<file path="src/rtl/hazard_interlock_pkg.sv">
// Shared pipeline definitions: register index width, the zero register,
// interlock FSM encodings and the stage-3 record layout.
package hazard_interlock_pkg;

  localparam int REG_W = 5;
  localparam logic [REG_W-1:0] REG_ZERO = 5'd0;

  localparam logic [1:0] ST_RUN      = 2'd0;
  localparam logic [1:0] ST_STALL_LW = 2'd1;
  localparam logic [1:0] ST_WAIT_MEM = 2'd2;

  typedef logic [REG_W-1:0] reg_idx_t;

  typedef struct packed {
    logic     valid;
    logic     load;
    reg_idx_t dest;
  } ex_rec_t;

  localparam ex_rec_t REC_EMPTY = '{valid: 1'b0, load: 1'b0, dest: REG_ZERO};

  function automatic logic [15:0] sat_inc16(input logic [15:0] v);
    return (v == 16'hFFFF) ? v : v + 16'd1;
  endfunction

endpackage

</file>
<file path="src/rtl/interlock_cmp.sv">
// Destination-vs-source compare for the load-use check; never matches the
// zero register or an invalid destination.
module interlock_cmp
  import hazard_interlock_pkg::*;
(
  input  logic             valid,
  input  logic [REG_W-1:0] dest,
  input  logic [REG_W-1:0] rs,
  input  logic [REG_W-1:0] rt,
  input  logic             use_rt,
  output logic             hit
);

  logic dest_live;
  logic rs_match;
  logic rt_match;

  assign dest_live = valid & (dest != REG_ZERO);
  assign rs_match  = (dest == rs);
  assign rt_match  = use_rt & (dest == rt);
  assign hit       = dest_live & (rs_match | rt_match);

endmodule

</file>
<file path="src/rtl/hazard_interlock.sv">
// Pipeline hazard interlock: load-use stall, taken-branch flush and memory
// freeze, with a saturating count of inserted bubbles.
module hazard_interlock
  import hazard_interlock_pkg::*;
(
  input  logic             clock,
  input  logic             reset,
  input  logic [REG_W-1:0] RS_f2,
  input  logic [REG_W-1:0] RT_f2,
  input  logic             usa_RT_f2,
  input  logic             reg_f2,
  input  logic             le_mem_f2,
  input  logic [REG_W-1:0] escrita_f2,
  input  logic             desvio_f3,
  input  logic             mem_ocupada,
  output logic             stall_pc,
  output logic             stall_f2,
  output logic             bolha_f3,
  output logic             flush_f2,
  output logic             congela,
  output logic [15:0]      contador_bolhas
);

  logic [1:0]  state_r;
  logic [1:0]  state_nxt_s;
  ex_rec_t     rec_r;
  ex_rec_t     rec_nxt_s;
  ex_rec_t     new_rec_s;
  logic        pend_r;
  logic        pend_nxt_s;
  logic [15:0] cnt_r;
  logic        load_live_s;
  logic        hit_s;
  logic        flush_req_s;

  assign new_rec_s   = '{valid: reg_f2, load: le_mem_f2, dest: escrita_f2};
  assign load_live_s = rec_r.valid & rec_r.load;

  interlock_cmp u_cmp (
    .valid  (load_live_s),
    .dest   (rec_r.dest),
    .rs     (RS_f2),
    .rt     (RT_f2),
    .use_rt (usa_RT_f2),
    .hit    (hit_s)
  );

  // Mealy control: freeze dominates, then flush (live or deferred), then load-use.
  always_comb begin
    state_nxt_s = ST_RUN;
    rec_nxt_s   = rec_r;
    pend_nxt_s  = pend_r;
    stall_pc    = 1'b0;
    stall_f2    = 1'b0;
    bolha_f3    = 1'b0;
    flush_f2    = 1'b0;
    congela     = 1'b0;
    flush_req_s = desvio_f3 | pend_r;
    if (!reset) begin
      state_nxt_s = ST_RUN;
    end else if (mem_ocupada) begin
      stall_pc    = 1'b1;
      stall_f2    = 1'b1;
      congela     = 1'b1;
      state_nxt_s = ST_WAIT_MEM;
      pend_nxt_s  = flush_req_s;
    end else begin
      pend_nxt_s = 1'b0;
      case (state_r)
        ST_RUN, ST_WAIT_MEM: begin
          if (flush_req_s) begin
            flush_f2  = 1'b1;
            bolha_f3  = 1'b1;
            rec_nxt_s = REC_EMPTY;
          end else if (hit_s) begin
            stall_pc    = 1'b1;
            stall_f2    = 1'b1;
            bolha_f3    = 1'b1;
            rec_nxt_s   = REC_EMPTY;
            state_nxt_s = ST_STALL_LW;
          end else begin
            rec_nxt_s = new_rec_s;
          end
        end
        ST_STALL_LW: begin
          // The bubble already sits in stage 3, so the held consumer now advances.
          if (flush_req_s) begin
            flush_f2  = 1'b1;
            bolha_f3  = 1'b1;
            rec_nxt_s = REC_EMPTY;
          end else begin
            rec_nxt_s = new_rec_s;
          end
        end
        default: begin
          rec_nxt_s = REC_EMPTY;
        end
      endcase
    end
  end

  // State, stage-3 record, deferred flush and bubble counter.
  always_ff @(posedge clock) begin
    if (!reset) begin
      state_r <= ST_RUN;
      rec_r   <= REC_EMPTY;
      pend_r  <= 1'b0;
      cnt_r   <= 16'd0;
    end else begin
      state_r <= state_nxt_s;
      rec_r   <= rec_nxt_s;
      pend_r  <= pend_nxt_s;
      if (bolha_f3) begin
        cnt_r <= sat_inc16(cnt_r);
      end else begin
        cnt_r <= cnt_r;
      end
    end
  end

  assign contador_bolhas = cnt_r;

endmodule

</file>
<file path="config.mk">
export PLATFORM = sky130hd
export DESIGN_NAME = hazard_interlock
export DESIGN_NICKNAME = d
export VERILOG_FILES = /design/src/rtl/hazard_interlock_pkg.sv /design/src/rtl/interlock_cmp.sv /design/src/rtl/hazard_interlock.sv
export SDC_FILE = /design/constraint.sdc
export NUM_CORES = 1
export LEC_CHECK = 0
export BUFFER_PORTS_ARGS = -buffer_cell sky130_fd_sc_hd__buf_2
export CAP_MARGIN = 20
export CELL_PAD_IN_SITES_DETAIL_PLACEMENT = 1
export CELL_PAD_IN_SITES_GLOBAL_PLACEMENT = 1
export CORE_AREA = 4 4 70 72
export DETAILED_ROUTE_END_ITERATION = 12
export DIE_AREA = 0 0 74 76
export PLACE_DENSITY_LB_ADDON = 0.12
export SLEW_MARGIN = 20
export SYNTH_ARGS = -nofsm -noshare
export SYNTH_HDL_FRONTEND = slang
export SYNTH_SLANG_ARGS = --single-unit
</file>
<file path="constraint.sdc">
create_clock -name clock -period 2.18 [get_ports clock]
set_clock_uncertainty 0.1 [all_clocks]
set_input_delay 0.436 -clock clock [delete_from_list [all_inputs] [get_ports clock]]
set_output_delay 0.436 -clock clock [all_outputs]
set_load 0.03 [all_outputs]
</file>
==> impl_metrics.py, run 1 <==
metrics = {
    "yosys": {
        "synth-edff-count": 0,
        "ys_types": 45,
        "yosys_warnings": 0,
        "synth.top_cell.area_share_pct": 37.9,
        "synth-seq-area-share_pct": 37.9,
        "synth_seq_cells": 26,
        "synth_flop_cell": "dfxtp_1",
        "synth_area_leader_cell": "dfxtp_1",
        "syn_area_per_cell_sq_um": 9.34,
        "async_flop_share_pct": 0,
        "syn-instance-count": 147,
        "syn_nets": 170,
        "synth_area_leaders": "dfxtp_1 38%, xnor2_1 6.4%, a22o_1 4.5%",
        "synth_area_sq_um": 1370,
    },
    "clocking": {
        "cts.sinks": 26,
        "clkTransAtPathRegs_ns": 0.10,
        "ctsLongestPathBuffers": 2,
        "cts-root-buf": "clkbuf_8",
        "htree_levels": 1,
        "worst_skew_pair.late_latency_ns": 0.28,
        "numCtsBuffers": 3,
        "holdBufCountCts": 0,
        "cts_tree": "yes",
    },
    "power": {
        "power_density_nw_per_um2": 489,
        "cellLeakagePower_uw": 0.000802,
        "vdd_drop_max_mv": 0.231,
    },
    "sta": {
        "fin_crit_sh_pct": 113,
        "drv_slew": 0,
        "final-hold-violation-count": 0,
        "period_minus_slack_ns": 2.46,
        "rsz0062_at_grt": "true",
        "finalWorstSetupSlack_ns": -0.284,
        "finalSetupViolations": 11,
        "tns_ns": -1.10,
        "tightest_slew_ns": 0.705,
        "fmax_mhz": 406,
        "slew_headroom_pct": 52.5,
    },
    "cells_and_area": {
        "area_growth_pct": 47.2,
        "layout.nets": 237,
        "antennaDiodeCount": 0,
        "drive_above_1_share_pct": 50.7,
        "n_fill_cell": 505,
        "fin_util_pct": 47.1,
    },
    "floorplanning": {
        "start_util_pct": 32.0,
        "dieArea_sq_um": 5620,
        "die_y_um": 76,
        "die_w_um": 74,
        "core-area_sq_um": 4290,
        "pin_count": 43,
        "row_count": 24,
    },
    "worst_setup_path": {
        "cpMaxStageDelayCell": "or4_4",
        "crit_family": "simple AND/OR/NAND/NOR gates",
        "crit_chain": "or4_4 -> o2111ai_4 -> inv_2 -> nand2_2 -> nor3_2 -> o21a_2 -> buf_6",
        "critPathKind": "reg -> out",
        "cp_num_buf_inv": 2,
        "cp-start-kind": "register",
        "cp_data_arrival_time_ns": 1.93,
        "worstSetupEndpointType": "primary output",
        "critPathRequiredTime_ns": 1.64,
        "cp_max_fo": 3,
        "reg2reg_slack_ns": -0.09,
        "cpPeakStageDelay_ns": 0.52,
    },
    "detailed_routing": {
        "drtIter0Drc": 44,
        "vias": 1407,
        "post-route-drc-count": 0,
        "drtAntennaViolNets": 0,
        "routed_wl_um": 4600,
        "first_pass_iters": 4,
        "vias_per_cell": 5.31,
        "routedWlPerCell_um": 17.4,
    },
    "grt": {
        "first_global_vias": 1432,
        "overflow": 0,
        "grt_start_max_net_pins": 15,
        "grt_pass1_wl_um": 6830,
        "antenna_found_initial": 0,
        "grtUsageTotal_pct": 15.4,
    },
    "placed_design": {
        "port_buffers": 42,
        "place_congestion": 0.765,
        "dp_hpwl_um": 3140,
    },
    "outcome": {
        "outcome": "finished with violations",
        "violations": "negative setup slack",
    },
    "job": {
        "max_cap_violations": 0,
    },
    "hold_path": {
        "hp-class": "in -> reg",
    },
}
## metrics by stage
step | hold slack [ns] | instances | cell area [sq um] | power (uW) | worst slack [ns]
finish | 0.257 | 265 | 2020 | 988 | -0.284
global route | 0.264 | 265 | 2020 | 1030 | -0.346
CTS | 0.259 | 262 | 1890 | 977 | -0.297
global placement | 0.382 | 251 | 1730 | 625 | -0.0596
floorplan | 0.382 | 147 | 1380 | 575 | -0.0772
detailed placement | 0.407 | 251 | 1730 | 629 | -0.142
## cell usage after synthesis (2+ instances only)
cell / n
a21oi_1: 9
a22o_1: 7
and2_1: 2
and3_1: 2
buf_4: 2
clkbuf_1: 2
dfxtp_1: 26
inv_1: 7
nand2_1: 10
nand2_2: 2
nand3_1: 5
nand4_1: 2
nor2_1: 6
nor3_1: 2
nor4_2: 3
o211ai_1: 3
o21a_1: 3
o21ai_0: 2
o21ai_1: 5
o31ai_1: 6
or3_1: 6
or4_1: 3
xnor2_1: 10
## final timing paths
kind,cells past startpoint,from,to
hold / removal,2,escrita_f2[1],rec_r[1]
setup / recovery,7,rec_r[0],stall_pc
setup reg to reg,9,rec_r[2],contador_bolhas[10]
hold reg to reg,1,contador_bolhas[4],contador_bolhas[4]
## where the power goes
part,switching [uW],internal (uW),total [uW]
registers,8.86,481,490
clock network,178,162,340
logic,81.6,75.8,157
## per-layer routing
layer / share of wire (%) / track usage, % / vias up / routed length (um)
met3: 4.7 / 3.03 / 11 / 215
met4: 2.6 / 5.62 / 0 / 120
met1: 41 / 17.7 / 672 / 1870
met2: 52 / 27.5 / 35 / 2400
li1: - / - / 689 / -
met5: 0 / 0 / - / 0
## placed cells by master, fill, tap and decap left out, drive strengths merged, types with 3 or more instances in the layout
master / count
a22o: 7
o31ai: 6
or3: 7
xnor2: 10
nor2: 6
inv: 7
nand4: 3
or4: 4
clkbuf: 4
o21ai: 7
a21oi: 11
nand2: 13
o211ai: 3
nor4: 4
buf: 66
o21a: 3
dfxtp: 26
nand3: 5
## sequential cells by signal, summed over array words and instances, names as in the netlist
name	count
contador_bolhas	16
rec_r	7
pend_r	1
state_r	2
## worst register-to-register path, delay by kind of cell (launching register included)
family | cells | cell delay [ns]
and+or+nand+nor | 3 | 0.71
buffers and inverters | 3 | 0.40
AOI/OAI and AO/OA | 3 | 0.60
DFF | 1 | 0.39
## area by class of cell
| type | instances | area [sq um] | area share, % |
|---|---|---|---|
| clock buffers | 4 | 55.1 | 2.72 |
| inverters | 7 | 26.3 | 1.30 |
| multi-input cells | 110 | 917 | 45.4 |
| flip-flops and latches | 26 | 541 | 26.7 |
| well taps | 52 | 65.1 | 3.22 |
| repair buffers | 66 | 417 | 20.6 |
## cell families after synthesis
kind of cell,synth area share [%]
compound gates,25.3
flops,37.9
buf+inv,4.74
xor+xnor,7.02
fa+ha+maj,0.911
simple gates,23.3
mux,0.729
## repair_timing
| action | CTS | global route |
|---|---|---|
| gates cloned | 1 | 1 |
| pin swaps | 10 | 5 |
| resized for setup | 13 | 27 |
| setup endpoints to repair | 14 | 19 |
| buffers inserted | 6 | 2 |
Power figures use the tool's default switching activity.
==> inputs of run 2 (changes only) <==
--- a/config.mk
+++ b/config.mk
@@ -9,9 +9,9 @@
 export CAP_MARGIN = 20
 export CELL_PAD_IN_SITES_DETAIL_PLACEMENT = 1
 export CELL_PAD_IN_SITES_GLOBAL_PLACEMENT = 1
-export CORE_AREA = 4 4 70 72
+export CORE_AREA = 4 4 64 66
 export DETAILED_ROUTE_END_ITERATION = 12
-export DIE_AREA = 0 0 74 76
+export DIE_AREA = 0 0 68 70
 export PLACE_DENSITY_LB_ADDON = 0.12
 export SLEW_MARGIN = 20
 export SYNTH_ARGS = -nofsm -noshare
==> constraint.sdc (replaced) <==
create_clock -name clock -period 3.1 [get_ports clock]
set_clock_uncertainty 0.1 [all_clocks]
set_input_delay 0.62 -clock clock [delete_from_list [all_inputs] [get_ports clock]]
set_output_delay 0.62 -clock clock [all_outputs]
set_load 0.03 [all_outputs]
==> run 2 against run 1 <==
Against the previous run:
- the flow now finishes without violations
- sequential share of layout area increased by 5.1 points
- worst hold slack improved by 0.14 ns
- global-route usage hardly changed
- critical endpoint is now stall_f2
- largest cell class unchanged
- largest power group unchanged
==> impl_metrics.py, run 2 (synthesized netlist as in run 1, its figures left out) <==
metrics = {
    "grt": {
        "overflow": 0,
        "first_global_vias": 1301,
        "grt_pass1_wl_um": 5780,
        "antenna_found_initial": 0,
        "grt_start_max_net_pins": 17,
        "grtUsageTotal_pct": 15.4,
    },
    "detailed_routing": {
        "vias_per_cell": 5.37,
        "drtIter0Drc": 32,
        "routed_wl_um": 3480,
        "routedWlPerCell_um": 14.8,
        "post-route-drc-count": 0,
        "first_pass_iters": 2,
        "vias": 1261,
        "drtAntennaViolNets": 0,
    },
    "cells_and_area": {
        "antennaDiodeCount": 0,
        "drive_above_1_share_pct": 32.1,
        "seqCellArea_sq_um": 520,
        "n_fill_cell": 446,
        "area_growth_pct": 19.1,
        "multi_input_area_sq_um": 787,
        "final_cell_mix": "42 x buf_2, 26 x dfxtp_1, 10 x xnor2_1, 10 x nand2_1, 9 x a21oi_1",
        "largest_register_ffs": 16,
        "fin_cells": 235,
        "layout.nets": 212,
        "layout_commonest_cell": "buf_2",
    },
    "power": {
        "cellLeakagePower_uw": 0.000621,
        "vdd_drop_max_mv": 0.172,
        "power_density_nw_per_um2": 346,
        "p_clk_share_pct": 25.5,
        "swShare_pct": 26.1,
        "p_sw_uw": 148,
        "intPower_uw": 418,
        "combPwrFrac_pct": 13.2,
        "seq_power_share_pct": 61.2,
    },
    "clocking": {
        "htree_levels": 1,
        "worst_skew_pair.late_latency_ns": 0.32,
        "numCtsBuffers": 3,
        "cts_setup_buffers": 0,
        "cts.sinks": 26,
        "clkTransAtPathRegs_ns": 0.14,
        "cts_tree": "yes",
        "cts-root-buf": "clkbuf_4",
        "ctsLongestPathBuffers": 2,
        "holdBufCountCts": 0,
        "postCtsResizedCells": 0,
    },
    "placed_design": {
        "dp_hpwl_um": 2800,
        "port_buffers": 42,
        "dpl_worst_slack_ns": 0.471,
        "place_congestion": 0.798,
        "dp_cells": 232,
    },
    "floorplanning": {
        "die_y_um": 70,
        "dieArea_sq_um": 4760,
        "pin_count": 43,
        "die_w_um": 68,
        "row_count": 22,
        "start_util_pct": 38.4,
        "core-area_sq_um": 3580,
    },
    "worst_setup_path": {
        "worstSetupEndpointType": "primary output",
        "r2r_start": "rec_r[0]",
        "critPathRequiredTime_ns": 2.38,
        "cp_max_fo": 4,
        "critPathKind": "reg -> out",
        "cp_data_arrival_time_ns": 2.11,
        "reg2reg_depth": 6,
        "reg2reg_slack_ns": 1.00,
        "cp-start-kind": "register",
        "worstReg2RegEnd": "contador_bolhas[13]",
    },
    "sta": {
        "tightest_slew_ns": 0.582,
        "slew_headroom_pct": 60.8,
        "rsz0062_at_grt": "false",
        "fin_crit_sh_pct": 91.3,
        "period_minus_slack_ns": 2.83,
        "drv_slew": 0,
        "finalSetupViolations": 0,
        "final-hold-violation-count": 0,
        "finalWorstSetupSlack_ns": 0.268,
        "fmax_mhz": 353,
        "tns_ns": 0,
    },
    "hold_path": {
        "hold_depth": 2,
        "holdPathEnd": "rec_r[3]",
        "hp-class": "in -> reg",
        "hold_path_startpoint": "escrita_f2[3]",
    },
    "outcome": {
        "outcome": "finished, final reports clean",
    },
    "job": {
        "max_cap_violations": 0,
    },
}
run 2: worst max path at each step:
| stage | from | end | slack (ns) | depth (start not counted) |
|---|---|---|---|---|
| 2_1_floorplan | RS_f2[4] | stall_pc | 0.53 | 7 |
| 3_3_place_gp | RT_f2[4] | stall_f2 | 0.54 | 8 |
| 3_5_place_dp | RS_f2[2] | stall_pc | 0.47 | 8 |
| 4_1_cts | rec_r[0] | stall_pc | 0.24 | 7 |
| 5_1_grt | rec_r[0] | stall_f2 | 0.14 | 7 |
| 6_report | rec_r[0] | stall_f2 | 0.27 | 7 |
run 2: power by group through the flow:
stage | clock network, uW | logic [uW] | registers [uW]
2_1_floorplan | 0 | 49.4 | 354
3_3_place_gp | 0 | 74.0 | 354
3_5_place_dp | 0 | 75.5 | 354
4_1_cts | 149 | 76.0 | 347
5_1_grt | 171 | 82.0 | 348
6_report | 145 | 74.8 | 347
run 2: metrics by stage:
| step | total power (uW) | hold WS (ns) | util, % | area, sq um |
|---|---|---|---|---|
| after floorplan | 404 | 0.382 | - | 1370 |
| after CTS | 572 | 0.390 | 45.7 | 1630 |
| after global placement | 428 | 0.379 | 45.0 | 1610 |
| after detailed placement | 429 | 0.407 | 45.0 | 1610 |
| final | 566 | 0.395 | 45.7 | 1630 |
| after global routing | 601 | 0.378 | 45.7 | 1630 |
run 2: cell type report:
cell class / instances / area share [%]
clock buffer: 3 / 1.38
inverter: 7 / 1.61
multi-input combinational: 108 / 48.2
sequential: 26 / 31.9
tap: 48 / 3.68
timing repair buffer: 43 / 13.3
run 2: worst max-delay path, cell delays in order, from the launching register on:
cell	delay, ns
dfxtp_1	0.38
or4_4	0.56
o2111ai_4	0.24
inv_1	0.11
nand2_1	0.10
nor3_1	0.05
o21a_1	0.18
buf_2	0.17
run 2: metal layers:
| metal | routed length (um) | up-vias | global-route usage, % |
|---|---|---|---|
| met1 | 1540 | 598 | 17.9 |
| li1 | - | 633 | - |
| met3 | 177 | 4 | 2.57 |
| met5 | 0 | - | 0 |
| met4 | 47 | 0 | 5.96 |
| met2 | 1720 | 26 | 27.3 |
